==> config.mk <==
export PLATFORM = sky130hd
export DESIGN_NAME = apb_timer_arb_flat
export DESIGN_NICKNAME = d
export VERILOG_FILES = /design/src/rtl/apb_timer_arb_pkg.sv /design/src/rtl/apb_timer_arb_if.sv /design/src/rtl/apb_rr_pick.sv /design/src/rtl/apb_timer_arb.sv /design/src/flat_wrapper.sv
export SDC_FILE = /design/constraint.sdc
export NUM_CORES = 1
export LEC_CHECK = 0
export ABC_CLOCK_PERIOD_IN_PS = 2300
export CAP_MARGIN = 40
export CORE_MARGIN = 2
export CORE_UTILIZATION = 33
export DETAILED_ROUTE_END_ITERATION = 6
export PLACE_DENSITY = 0.84
export SLEW_MARGIN = 0
export SYNTH_ARGS = -nofsm -noshare
export SYNTH_HDL_FRONTEND = slang
export SYNTH_SLANG_ARGS = --single-unit
==> constraint.sdc <==
create_clock -name clk_i -period 2.3 [get_ports clk_i]
set_clock_uncertainty 0.2 [all_clocks]
set_input_delay 0.23 -clock clk_i [delete_from_list [all_inputs] [get_ports clk_i]]
set_output_delay 0.23 -clock clk_i [all_outputs]
set_load 0.05 [all_outputs]
==> src/rtl/apb_timer_arb_pkg.sv <==
// Shared types and default widths for the APB timer arbiter.
package apb_timer_arb_pkg;

    localparam int DefAddrWidth = 12;
    localparam int DefDataWidth = 32;

    typedef enum logic [1:0] {
        ST_IDLE   = 2'd0,
        ST_SETUP  = 2'd1,
        ST_ACCESS = 2'd2
    } arb_state_e;

endpackage

==> src/rtl/apb_timer_arb_if.sv <==
// Bus bundle for the APB timer arbiter: per-requester APB ports on one side,
// the shared timer-side APB master on the other.
// slave  : arbiter view (requester requests and timer responses are inputs)
// master : environment view (drives requests and timer responses)
interface apb_timer_arb_if
    import apb_timer_arb_pkg::*;
#(
    parameter int NumReq    = 2,
    parameter int AddrWidth = DefAddrWidth,
    parameter int DataWidth = DefDataWidth
);

    logic [NumReq-1:0]                req_psel_i;
    logic [NumReq-1:0]                req_penable_i;
    logic [NumReq-1:0]                req_pwrite_i;
    logic [NumReq-1:0][AddrWidth-1:0] req_paddr_i;
    logic [NumReq-1:0][DataWidth-1:0] req_pwdata_i;
    logic [NumReq-1:0][DataWidth-1:0] req_prdata_o;
    logic [NumReq-1:0]                req_pready_o;
    logic [NumReq-1:0]                req_pslverr_o;

    logic                 psel_o;
    logic                 penable_o;
    logic                 pwrite_o;
    logic [AddrWidth-1:0] paddr_o;
    logic [DataWidth-1:0] pwdata_o;
    logic [DataWidth-1:0] prdata_i;
    logic                 pready_i;
    logic                 pslverr_i;

    modport slave (
        input  req_psel_i, req_penable_i, req_pwrite_i, req_paddr_i, req_pwdata_i,
        output req_prdata_o, req_pready_o, req_pslverr_o,
        output psel_o, penable_o, pwrite_o, paddr_o, pwdata_o,
        input  prdata_i, pready_i, pslverr_i
    );

    modport master (
        output req_psel_i, req_penable_i, req_pwrite_i, req_paddr_i, req_pwdata_i,
        input  req_prdata_o, req_pready_o, req_pslverr_o,
        input  psel_o, penable_o, pwrite_o, paddr_o, pwdata_o,
        output prdata_i, pready_i, pslverr_i
    );

endinterface

==> src/rtl/apb_rr_pick.sv <==
// Combinational round-robin picker: searches the request vector starting one
// position after the last winner and wrapping around.
module apb_rr_pick #(
    parameter int NumReq = 2
) (
    input  logic [NumReq-1:0]         req,
    input  logic [$clog2(NumReq)-1:0] last_idx,
    output logic [NumReq-1:0]         grant,
    output logic [$clog2(NumReq)-1:0] grant_idx,
    output logic                      valid
);

    localparam int IdxW = $clog2(NumReq);

    logic [IdxW:0]   sum;
    logic [IdxW-1:0] cand;

    // First requester found walking upward from last_idx+1, modulo NumReq.
    always_comb begin
        grant     = '0;
        grant_idx = '0;
        valid     = 1'b0;
        sum       = '0;
        cand      = '0;
        for (int k = 1; k <= NumReq; k++) begin
            sum = {1'b0, last_idx} + (IdxW+1)'(k);
            if (sum >= (IdxW+1)'(NumReq)) begin
                sum = sum - (IdxW+1)'(NumReq);
            end
            cand = sum[IdxW-1:0];
            if (!valid && req[cand]) begin
                valid       = 1'b1;
                grant_idx   = cand;
                grant[cand] = 1'b1;
            end
        end
    end

endmodule

==> src/rtl/apb_timer_arb.sv <==
// APB timer arbiter: funnels NumReq APB requesters onto one timer-side APB
// master, round-robin, one transfer at a time.
// Optional feature macro: APB_TIMER_ARB_TIMEOUT_EN adds an ACCESS-phase
// watchdog that completes a stalled transfer with an error after
// TimeoutCycles cycles. Without it ACCESS waits for pready_i indefinitely.
//
// state  | meaning
// IDLE   | no transfer; pick a winner when any requester selects
// SETUP  | psel high, penable low, latched fields driven
// ACCESS | psel and penable high, waiting for pready_i (or watchdog)
module apb_timer_arb
    import apb_timer_arb_pkg::*;
#(
    parameter int NumReq        = 2,
    parameter int AddrWidth     = DefAddrWidth,
    parameter int DataWidth     = DefDataWidth,
    parameter int TimeoutCycles = 256
) (
    input  logic                clk_i,
    input  logic                rst_i,
    apb_timer_arb_if.slave      bus,
    output logic [NumReq-1:0]   grant_o,
    output logic                timeout_o
);

    localparam int IdxW = $clog2(NumReq);

    localparam logic [1:0] S_IDLE   = ST_IDLE;
    localparam logic [1:0] S_SETUP  = ST_SETUP;
    localparam logic [1:0] S_ACCESS = ST_ACCESS;

    logic [1:0]           state_q;
    logic [IdxW-1:0]      last_q;
    logic [IdxW-1:0]      idx_q;
    logic [NumReq-1:0]    grant_q;
    logic [AddrWidth-1:0] paddr_q;
    logic [DataWidth-1:0] pwdata_q;
    logic                 pwrite_q;

    logic [NumReq-1:0]    pick_grant;
    logic [IdxW-1:0]      pick_idx;
    logic                 pick_valid;

    logic in_access;
    logic done;
    logic tmo;
    logic finish;
    logic rsp_ok;
    logic unused_in;

    apb_rr_pick #(.NumReq(NumReq)) u_pick (
        .req       (bus.req_psel_i),
        .last_idx  (last_q),
        .grant     (pick_grant),
        .grant_idx (pick_idx),
        .valid     (pick_valid)
    );

    assign in_access = (state_q == S_ACCESS);
    assign done      = in_access & bus.pready_i;
    assign finish    = done | tmo;
    // A transfer caught by reset is abandoned, so nothing is answered then.
    assign rsp_ok    = finish & ~rst_i;

`ifdef APB_TIMER_ARB_TIMEOUT_EN
    localparam int CntW = $clog2(TimeoutCycles) + 1;

    logic [CntW-1:0] cnt_q;

    assign tmo       = in_access & ~bus.pready_i & (cnt_q == CntW'(TimeoutCycles - 1));
    assign unused_in = ^bus.req_penable_i;

    // Watchdog: counts ACCESS cycles without pready_i, restarts each transfer.
    always_ff @(posedge clk_i) begin
        if (rst_i) begin
            cnt_q <= '0;
        end else if (state_q == S_SETUP) begin
            cnt_q <= '0;
        end else if (in_access && !bus.pready_i) begin
            cnt_q <= cnt_q + 1'b1;
        end
    end
`else
    // TimeoutCycles has no effect here; kept so both builds share one port list.
    assign tmo       = 1'b0;
    assign unused_in = ^{bus.req_penable_i, (TimeoutCycles % 2 == 1)};
`endif

    // Sequencer: grant, latch winner's fields, walk SETUP -> ACCESS -> IDLE.
    always_ff @(posedge clk_i) begin
        if (rst_i) begin
            state_q  <= S_IDLE;
            last_q   <= IdxW'(NumReq - 1);
            idx_q    <= '0;
            grant_q  <= '0;
            paddr_q  <= '0;
            pwdata_q <= '0;
            pwrite_q <= 1'b0;
        end else begin
            case (state_q)
                S_IDLE: begin
                    if (pick_valid) begin
                        state_q  <= S_SETUP;
                        idx_q    <= pick_idx;
                        grant_q  <= pick_grant;
                        paddr_q  <= bus.req_paddr_i[pick_idx];
                        pwdata_q <= bus.req_pwdata_i[pick_idx];
                        pwrite_q <= bus.req_pwrite_i[pick_idx];
                    end
                end
                S_SETUP: begin
                    state_q <= S_ACCESS;
                end
                S_ACCESS: begin
                    if (finish) begin
                        state_q <= S_IDLE;
                        last_q  <= idx_q;
                        grant_q <= '0;
                    end
                end
                default: begin
                    state_q <= S_IDLE;
                end
            endcase
        end
    end

    // Output drive; everything reads zero while reset is asserted.
    always_comb begin
        bus.psel_o        = ~rst_i & (state_q != S_IDLE);
        bus.penable_o     = ~rst_i & in_access;
        bus.pwrite_o      = ~rst_i & pwrite_q;
        bus.paddr_o       = rst_i ? '0 : paddr_q;
        bus.pwdata_o      = rst_i ? '0 : pwdata_q;
        grant_o           = rst_i ? '0 : grant_q;
        timeout_o         = ~rst_i & tmo;
        bus.req_pready_o  = rsp_ok ? grant_q : '0;
        bus.req_pslverr_o = (rsp_ok & (tmo | bus.pslverr_i)) ? grant_q : '0;
        bus.req_prdata_o  = '0;
        for (int r = 0; r < NumReq; r++) begin
            if (rsp_ok && done && grant_q[r]) begin
                bus.req_prdata_o[r] = bus.prdata_i;
            end
        end
    end

endmodule

==> src/flat_wrapper.sv <==
// flat-port wrapper written by rule: the top's interface ports become plain ports
module apb_timer_arb_flat import apb_timer_arb_pkg::*;
#(
    parameter int NumReq        = 2,
    parameter int AddrWidth     = DefAddrWidth,
    parameter int DataWidth     = DefDataWidth,
    parameter int TimeoutCycles = 256
)
  (clk_i, rst_i, grant_o, timeout_o, bus_req_psel_i, bus_req_penable_i, bus_req_pwrite_i, bus_req_paddr_i, bus_req_pwdata_i, bus_req_prdata_o, bus_req_pready_o, bus_req_pslverr_o, bus_psel_o, bus_penable_o, bus_pwrite_o, bus_paddr_o, bus_pwdata_o, bus_prdata_i, bus_pready_i, bus_pslverr_i);
  apb_timer_arb_if #(.NumReq(NumReq), .AddrWidth(AddrWidth), .DataWidth(DataWidth)) bus_i ();
  input  logic clk_i;
  input  logic rst_i;
  output logic [NumReq-1:0] grant_o;
  output logic timeout_o;
  input wire logic [$bits(bus_i.req_psel_i)-1:0] bus_req_psel_i;
  input wire logic [$bits(bus_i.req_penable_i)-1:0] bus_req_penable_i;
  input wire logic [$bits(bus_i.req_pwrite_i)-1:0] bus_req_pwrite_i;
  input wire logic [$bits(bus_i.req_paddr_i)-1:0] bus_req_paddr_i;
  input wire logic [$bits(bus_i.req_pwdata_i)-1:0] bus_req_pwdata_i;
  output wire logic [$bits(bus_i.req_prdata_o)-1:0] bus_req_prdata_o;
  output wire logic [$bits(bus_i.req_pready_o)-1:0] bus_req_pready_o;
  output wire logic [$bits(bus_i.req_pslverr_o)-1:0] bus_req_pslverr_o;
  output wire logic [$bits(bus_i.psel_o)-1:0] bus_psel_o;
  output wire logic [$bits(bus_i.penable_o)-1:0] bus_penable_o;
  output wire logic [$bits(bus_i.pwrite_o)-1:0] bus_pwrite_o;
  output wire logic [$bits(bus_i.paddr_o)-1:0] bus_paddr_o;
  output wire logic [$bits(bus_i.pwdata_o)-1:0] bus_pwdata_o;
  input wire logic [$bits(bus_i.prdata_i)-1:0] bus_prdata_i;
  input wire logic [$bits(bus_i.pready_i)-1:0] bus_pready_i;
  input wire logic [$bits(bus_i.pslverr_i)-1:0] bus_pslverr_i;
  assign bus_i.req_psel_i = bus_req_psel_i;
  assign bus_i.req_penable_i = bus_req_penable_i;
  assign bus_i.req_pwrite_i = bus_req_pwrite_i;
  assign bus_i.req_paddr_i = bus_req_paddr_i;
  assign bus_i.req_pwdata_i = bus_req_pwdata_i;
  assign bus_req_prdata_o = bus_i.req_prdata_o;
  assign bus_req_pready_o = bus_i.req_pready_o;
  assign bus_req_pslverr_o = bus_i.req_pslverr_o;
  assign bus_psel_o = bus_i.psel_o;
  assign bus_penable_o = bus_i.penable_o;
  assign bus_pwrite_o = bus_i.pwrite_o;
  assign bus_paddr_o = bus_i.paddr_o;
  assign bus_pwdata_o = bus_i.pwdata_o;
  assign bus_i.prdata_i = bus_prdata_i;
  assign bus_i.pready_i = bus_pready_i;
  assign bus_i.pslverr_i = bus_pslverr_i;
  apb_timer_arb #(.NumReq(NumReq), .AddrWidth(AddrWidth), .DataWidth(DataWidth), .TimeoutCycles(TimeoutCycles)) u_core (.clk_i(clk_i), .rst_i(rst_i), .bus(bus_i), .grant_o(grant_o), .timeout_o(timeout_o));
endmodule
* Word level (Yosys, flattened, before mapping)
Index checks and enable logic that the tools add are counted.
** Word-level totals
- Output and inout bits :: 118
- Logic and storage cells :: 78
- Register bits after elaboration :: 51
- Bits of input ports :: 130
** Cells by class
- Order comparisons :: 7
- Add/subtract/negate cells :: 4
- Bitwise logic cells :: 8
- Reduce and logical (&&, ||, !) cells :: 14
- Multiplexer cells :: 34
- Eq/ne operators :: 4
** Operators with widths (count)
- $mux W32 :: 5
- $mux W12 :: 3
- $mux W2 :: 8
- $mux W1 :: 14
- $and A1 B1 Y1 :: 6
- $logic_and A1 B1 Y1 :: 6
- $lt A1 B2 Y1 const B :: 3
- $pmux W2 S3 :: 1
- $reduce_and A2 Y1 :: 3
- $ge A2 B2 Y1 const B :: 2
- $pmux W2 S2 :: 1
- $reduce_bool A2 Y1 :: 2
- $reduce_and A3 Y1 :: 1
- $add A1 B1 Y2 const B :: 1
- $add A1 B2 Y2 const B :: 1
- $demux W1 S1 :: 2
- $eq A2 B1 Y1 const B :: 1
- $eq A2 B2 Y1 const B :: 1
- $ge A1 B1 Y1 const B :: 2
- $logic_not A2 Y1 :: 1
- $ne A2 B1 Y1 const B :: 1
- $ne A2 B2 Y1 const B :: 1
- $or A2 B2 Y2 :: 1
- $sub A1 B1 Y1 const B :: 2
- other kinds (2) :: 2

* Depth between registers and ports, before layout
Gate-level depths: netlist (run 1).
- Depth after elaboration :: 12
- Depth in mapped cells :: 5
- Gate-level depth less buffers :: 3

* Cells and area by module
A second synthesis (run 1) with hierarchy kept.
** Unflattened totals
- Cells, all modules :: 365
- Area total of the unflattened synthesis :: 3216.8 sq um
** Modules (own cells, without submodules)
- apb_timer_arb :: cells each 360, area each 3184.3 sq um, sequential area each 1021.0 sq um, times used 1
- apb_rr_pick :: cells each 5, area each 32.5 sq um, sequential area each 0.0 sq um, times used 1

* Worst setup path after synthesis (run 1)
OpenSTA, ideal clock, no wires.
- Path kind :: register -> output
- Start :: register u_core.state_q[1]
- End :: output bus_req_prdata_o[23]
- Cell stages (with the launch flop) :: 6
- Path slack :: 0.121 ns
- Arrival time :: 1.749 ns
- Buffers on the path :: 2
- Required time :: 1.870 ns
- Path through :: dfxtp_1 -> nor2b_1 -> and3_1 -> clkbuf_1 -> buf_2 -> and2_1
** Between the ends
- Word-level cells in the longest chain between the ends :: 6
** Ends and longest elaborated chain
- start: declaration :: line apb_timer_arb.sv:32 : logic [1:0] state_q;
- start signal: assignment :: line apb_timer_arb.sv:92 : state_q <= S_IDLE;
- start signal: assignment :: line apb_timer_arb.sv:103 : state_q <= S_SETUP;
- start signal: assignment :: line apb_timer_arb.sv:112 : state_q <= S_ACCESS;
- $eq A2 B2 Y1 * :: line apb_timer_arb.sv:59 : assign in_access = (state_q == S_ACCESS);
- $and A1 B1 Y1 * :: line apb_timer_arb.sv:60 : assign done = in_access & bus.pready_i;
- $and A1 B1 Y1 :: line apb_timer_arb.sv:63 : assign rsp_ok = finish & ~rst_i;
- $logic_and A1 B1 Y1 * (2 in a row) :: line apb_timer_arb.sv:141 : if (rsp_ok && done && grant_q[r]) begin
- $mux W32 * :: line apb_timer_arb.sv:141
- end: declaration :: line flat_wrapper.sv:20 : output wire logic [$bits(bus_i.req_prdata_o)-1:0] bus_req_prdata_o;
Mark *: on every way between the ends. The rest lies on a longest branch, timed or not.

* Final worst setup path (run 1)
- Start :: register u_core.state_q[1]
- End :: output bus_req_prdata_o[39]
Same word-level chain as after synthesis.

==> flow_summary.ini, run 1 <==
[grt]
grt_max_degree = 49
met3_usage = 0.0515
grt_util_met2 = 0.411
grt_pass1_wl_microns = 17400
met1_usage = 0.241
grt-ovfl-total = 0
busiest_layer = met2
antenna_found_initial = 0
grt_pass1_vias = 3338
grt.total_usage = 0.221

[floorplan]
dieArea_sq_um = 9680
io_pins = 248
initial_core_util = 0.339
rows = 34
core-area_sq_um = 8680
die_h_microns = 98.4
dieWidth_microns = 98.4

[sta]
post-route-period-util = 0.955
tns_ns = 0
final-max-slew-violation-count = 0
fmax_mhz = 455
finalCriticalPeriod_ns = 2.20
hold_viol = 0
rsz0062_at_grt = no
setup_violations = 0
worst_slack_ns = 0.103

[pwr]
finalPower_mw = 2.64
switching_share = 0.338
powerDensity_nw_per_um2 = 433
peakVddDrop_mv = 0.327
p_seq_frac = 0.394
p_leak_nw = 2.46
p_switching_mw = 0.894
intPower_mw = 1.75
p_clk_frac = 0.202
p_comb_frac = 0.404

[clock_tree]
clkTransAtPathRegs_ns = 0.09
hold_buffers = 0
post-cts-setup-buffer-count = 0
cts_tree = yes
cts_made_buffers = 5
htreeDepth = 2
cts.root.buffer_cell = clkbuf_8
insertion_delay_ns = 0.31
cts.path.max_buffers = 2
cts_sinks = 51

[final_layout]
layout-drive-gt1-share = 0.341
n_antenna_cell = 0
synthToLayoutAreaGrowth_pct = 108
layout.nets = 674
stdcell_area_sq_um = 6100

[route]
drcViolationCount = 0
routedWlPerCell_microns = 17.0
firstDrtPassIters = 4
routed_via_density = 5.16
drtAntennaViolNets = 0
drtIter0Drc = 99
vias = 3367
totalWireLength_microns = 11100

[hold_path]
hold_start = rst_i
holdPathEnd = u_core.state_q[1]$_SDFFE_PP0P_
hold_path.class = in -> reg
min_path_cells = 3

[synthesis]
yosysWarnings = 0
synth-edff-count = 0
netlist_top_cells_count = and2_1 (66), nor2b_1 (52), dfxtp_1 (51)
synth_nets = 449
synth_cell_type_count = 27
synth_top_area_share = 0.347
syn_avg_cell_area_sq_um = 9.21
synth_top_area_cell = dfxtp_1
synthCells = 319
synth_area_leaders = dfxtp_1 (35%), o221a_2 (17%), and2_1 (14%)
ys.flop_type = dfxtp_1
syn_area_sq_um = 2940
synth_seq_cells = 51
seq_area_frac_synth = 0.347
async_flop_share = 0
yosysMostFrequentCell = and2_1

[status]
run_status = finished clean

[worst_setup_path]
cp_max_fo = 34
arrival_ns = 1.77
rr_startpoint = u_core.state_q[0]$_SDFFE_PP0P_
regToRegSetupSlack_ns = 0.39
end_kind = output pin
crit_required_ns = 1.87
start_kind = register
reg2reg_depth = 4
path_class = reg -> out
r2r_end = u_core.pwdata_q[25]$_SDFFE_PP0P_

[placement]
io_buffer_count = 244
dp_hpwl_microns = 8820
globalplace.congestion = 0.911
place_ws_ns = 0.151
dpl_cell_area_sq_um = 6010

[run]
max-cap-violations = 0
metal layers:
layer / up-vias / share of wire
li1: 1625 / -
met1: 1545 / 0.36
met2: 168 / 0.53
met3: 29 / 0.069
met4: 0 / 0.035
met5: - / 0
registers in the layout, indices dropped and copies added (netlist names):
register and count:
u_core.last_q 1, u_core.state_q 2, u_core.grant_q 2, u_core.idx_q 1, u_core.pwdata_q 32, u_core.paddr_q 12, u_core.pwrite_q 1
repair_timing:
| action | in CTS | in global routing |
|---|---|---|
| endpoints found under the setup margin | 1 | 0 |
| hold endpoints to repair | 0 | 0 |
| gates resized for setup | 1 | 0 |
area by class of cell:
class	count	area, sq um
repair buffers	254	3110
fillers	645	2580
multi-input cells	231	1740
flip-flops and latches	51	1020
well taps	108	135
clock buffers	5	68.8
clock inverters	3	23.8
inverters	1	3.75
worst max-delay path by stage:
stage | start | endpoint | cells past startpoint
after floorplan | u_core.state_q[1]$_SDFFE_PP0P_ | bus_req_prdata_o[23] | 5
after global placement | bus_pready_i | bus_req_prdata_o[17] | 6
after detailed placement | bus_pready_i | bus_req_prdata_o[39] | 6
after CTS | u_core.state_q[1]$_SDFFE_PP0P_ | bus_req_prdata_o[39] | 5
after global routing | u_core.state_q[1]$_SDFFE_PP0P_ | bus_req_prdata_o[39] | 5
final | u_core.state_q[1]$_SDFFE_PP0P_ | bus_req_prdata_o[39] | 5
cells in the final DEF, fill, tap and decap left out:
cell type and n:
and3_1 2, nor3_1 1, clkbuf_8 5, dfxtp_1 51, o21bai_1 1, inv_8 1, mux2i_1 1, or3_1 1
or4_1 45, nand2_1 1, o221a_2 45, buf_2 1, clkinv_2 1, a21boi_0 1, nor3_4 1, clkinvlp_4 1
nand3_2 1, inv_1 1, and3b_1 1, nor2_1 5, conb_1 1, buf_12 71, clkdlybuf4s50_1 126, buf_4 56
or2_4 1, and2_1 66, nor2b_1 50, nor2b_2 2, a21oi_1 2, o31ai_1 2, a311o_1 1
stage by stage:
stage               hold WS (ns)   util  instances
floorplan                  0.191      -        319
global placement           0.267  0.692        645
detailed placement         0.285  0.692        645
CTS                        0.170  0.703        653
global route               0.196  0.703        653
finish                     0.172  0.703        653
logic make-up (layout without fill, tap and decap cells):
kind of cell    Yosys count  count (layout)  synth area share
mux                       1               1           0.00341
buf+inv                  37             263            0.0634
compound gates           52              52             0.189
flops                    51              51             0.347
other cells               1               1           0.00128
simple gates            177             177             0.395
power by group through the flow:
stage | sequential, mW | combinational [mW] | clock (mW)
final | 1.04 | 1.07 | 0.534
after global routing | 1.05 | 1.13 | 0.585
after CTS | 1.04 | 1.08 | 0.549
after detailed placement | 1.06 | 1.07 | 0
after global placement | 1.06 | 1.05 | 0
after floorplan | 1.05 | 0.660 | 0
critical path: stages (launching register included):
cell	delay [ns]
dfxtp_1	0.43
nor2b_2	0.26
and3_1	0.24
buf_12	0.18
and2_1	0.21
buf_12	0.15
No activity file was read; power rests on OpenSTA's default activity.
==> inputs of run 2 (changes only) <==
- RECOVER_POWER: not set -> 100
==> flow_summary.ini, run 2 (synthesis gave the netlist of run 1 again) <==
[status]
run_status = finished clean

[worst_setup_path]
arrival_ns = 1.77
r2r_end = u_core.pwdata_q[25]$_SDFFE_PP0P_
cp_max_fo = 34
end_kind = output pin
regToRegSetupSlack_ns = 0.16
rr_startpoint = u_core.state_q[0]$_SDFFE_PP0P_
path_class = reg -> out
crit_start = u_core.state_q[1]$_SDFFE_PP0P_
crit_required_ns = 1.87
reg2reg_depth = 4
start_kind = register

[grt]
grt_pass1_vias = 3338
grt_max_degree = 49
grt-ovfl-total = 0
antenna_found_initial = 0
grt.total_usage = 0.221
grt_pass1_wl_microns = 17400

[pwr]
powerDensity_nw_per_um2 = 436
p_seq_frac = 0.404
p_leak_nw = 2.28
p_comb_frac = 0.390
finalPower_mw = 2.58
p_clk_frac = 0.207
p_switching_mw = 0.891
peakVddDrop_mv = 0.323
intPower_mw = 1.69
switching_share = 0.346

[final_layout]
layout_common_cells = clkdlybuf4s50_1 (126), buf_12 (70), dfxtp_1 (51)
layout-drive-gt1-share = 0.273
n_antenna_cell = 0
synthToLayoutAreaGrowth_pct = 101
fin_util = 0.681
layout.nets = 674
largest_register_ffs = 32
layout_commonest_cell = clkdlybuf4s50_1
seqCellArea_sq_um = 1020
final_cells = 653
fillers = 701
top_regs = u_core.pwdata_q x32, u_core.paddr_q x12
largest_register = u_core.pwdata_q
stdcell_area_sq_um = 5910
multi_input_area_sq_um = 1730

[clock_tree]
insertion_delay_ns = 0.31
htreeDepth = 2
cts_sinks = 51
cts_made_buffers = 5
cts.path.max_buffers = 2
clkTransAtPathRegs_ns = 0.09
cts.root.buffer_cell = clkbuf_8
post-cts-setup-buffer-count = 0
cts_tree = yes

[route]
drtIter0Drc = 91
drtAntennaViolNets = 0
drcViolationCount = 0
routedWlPerCell_microns = 17.1
firstDrtPassIters = 4
routed_via_density = 5.20
vias = 3395
totalWireLength_microns = 11200

[sta]
setup_violations = 0
tns_ns = 0
post-route-period-util = 0.955
hold_ws_ns = 0.166
fmax_mhz = 455
hold_viol = 0
finalCriticalPeriod_ns = 2.20
tightest_slew_ns = 0.758
slew_headroom = 0.495
final-max-slew-violation-count = 0
rsz0062_at_grt = no
worst_slack_ns = 0.103

[floorplan]
die_h_microns = 98.4
rows = 34
core-area_sq_um = 8680
io_pins = 248
dieWidth_microns = 98.4
dieArea_sq_um = 9680
initial_core_util = 0.339

[placement]
place_ws_ns = 0.151
place_inst = 645
dpl_cell_area_sq_um = 6010
globalplace.congestion = 0.911
io_buffer_count = 244
dp_hpwl_microns = 8820

[run]
max-cap-violations = 0

[hold_path]
hold_start = rst_i
min_path_cells = 3
hold_path.class = in -> reg
holdPathEnd = u_core.state_q[1]$_SDFFE_PP0P_
[run 2: cell count changes in the layout (fill, tap and decap cells not counted)]
cell | before | now
buf_4 | 56 | 7
clkbuf_1 | 0 | 35
and2_0 | 0 | 16
and2_1 | 66 | 50
clkbuf_2 | 0 | 14
buf_1 | 0 | 1
buf_12 | 71 | 70
nand3_1 | 0 | 1
nand3_2 | 1 | 0
or2_2 | 0 | 1
or2_4 | 1 | 0
[run 2: how the worst max path moves through the flow]
stage | to | slack, ns | depth (start not counted)
floorplan | bus_req_prdata_o[23] | 0.12 | 5
global placement | bus_req_prdata_o[17] | 0.20 | 6
detailed placement | bus_req_prdata_o[39] | 0.15 | 6
CTS | bus_req_prdata_o[39] | 0.08 | 5
global route | bus_req_prdata_o[43] | 0.003 | 5
finish | bus_req_prdata_o[11] | 0.10 | 5
[run 2: layout make-up]
class | count | area share
clock buffers | 5 | 0.0116
clock inverters | 3 | 0.00402
inverters | 1 | 0.000635
multi-input cells | 231 | 0.293
flip-flops and latches | 51 | 0.173
well taps | 108 | 0.0229
repair buffers | 254 | 0.495
[run 2: critical path: stages (launching register included)]
cell and delay [ns]:
dfxtp_1 0.42, nor2b_2 0.26, and3_1 0.23, buf_12 0.18, and2_0 0.21, buf_12 0.16
[run 2: layer usage]
metal	GRT usage	up-vias	routed length [microns]
met2	0.411	173	5910
met1	0.241	1566	4050
li1	-	1625	-
met4	0.0854	0	408
met5	0	-	0
met3	0.0515	31	789
[run 2: timing repair]
action | in CTS | in global routing
gates resized for setup | 1 | 0
hold buffers | 0 | 0
endpoints found under the setup margin | 1 | 0
[run 2: power groups by stage]
stage / logic, mW / registers (mW) / clock network [mW]
final: 1.01 / 1.04 / 0.533
after global routing: 1.07 / 1.05 / 0.585
after CTS: 1.08 / 1.04 / 0.549
after detailed placement: 1.07 / 1.06 / 0
after global placement: 1.05 / 1.06 / 0
after floorplan: 0.660 / 1.05 / 0
==> inputs of run 3 (changes only) <==
- CTS_CLUSTER_DIAMETER: not set -> 120
==> results of run 3 <==
The final DEF is identical to that of run 2; final timing and power are the same.
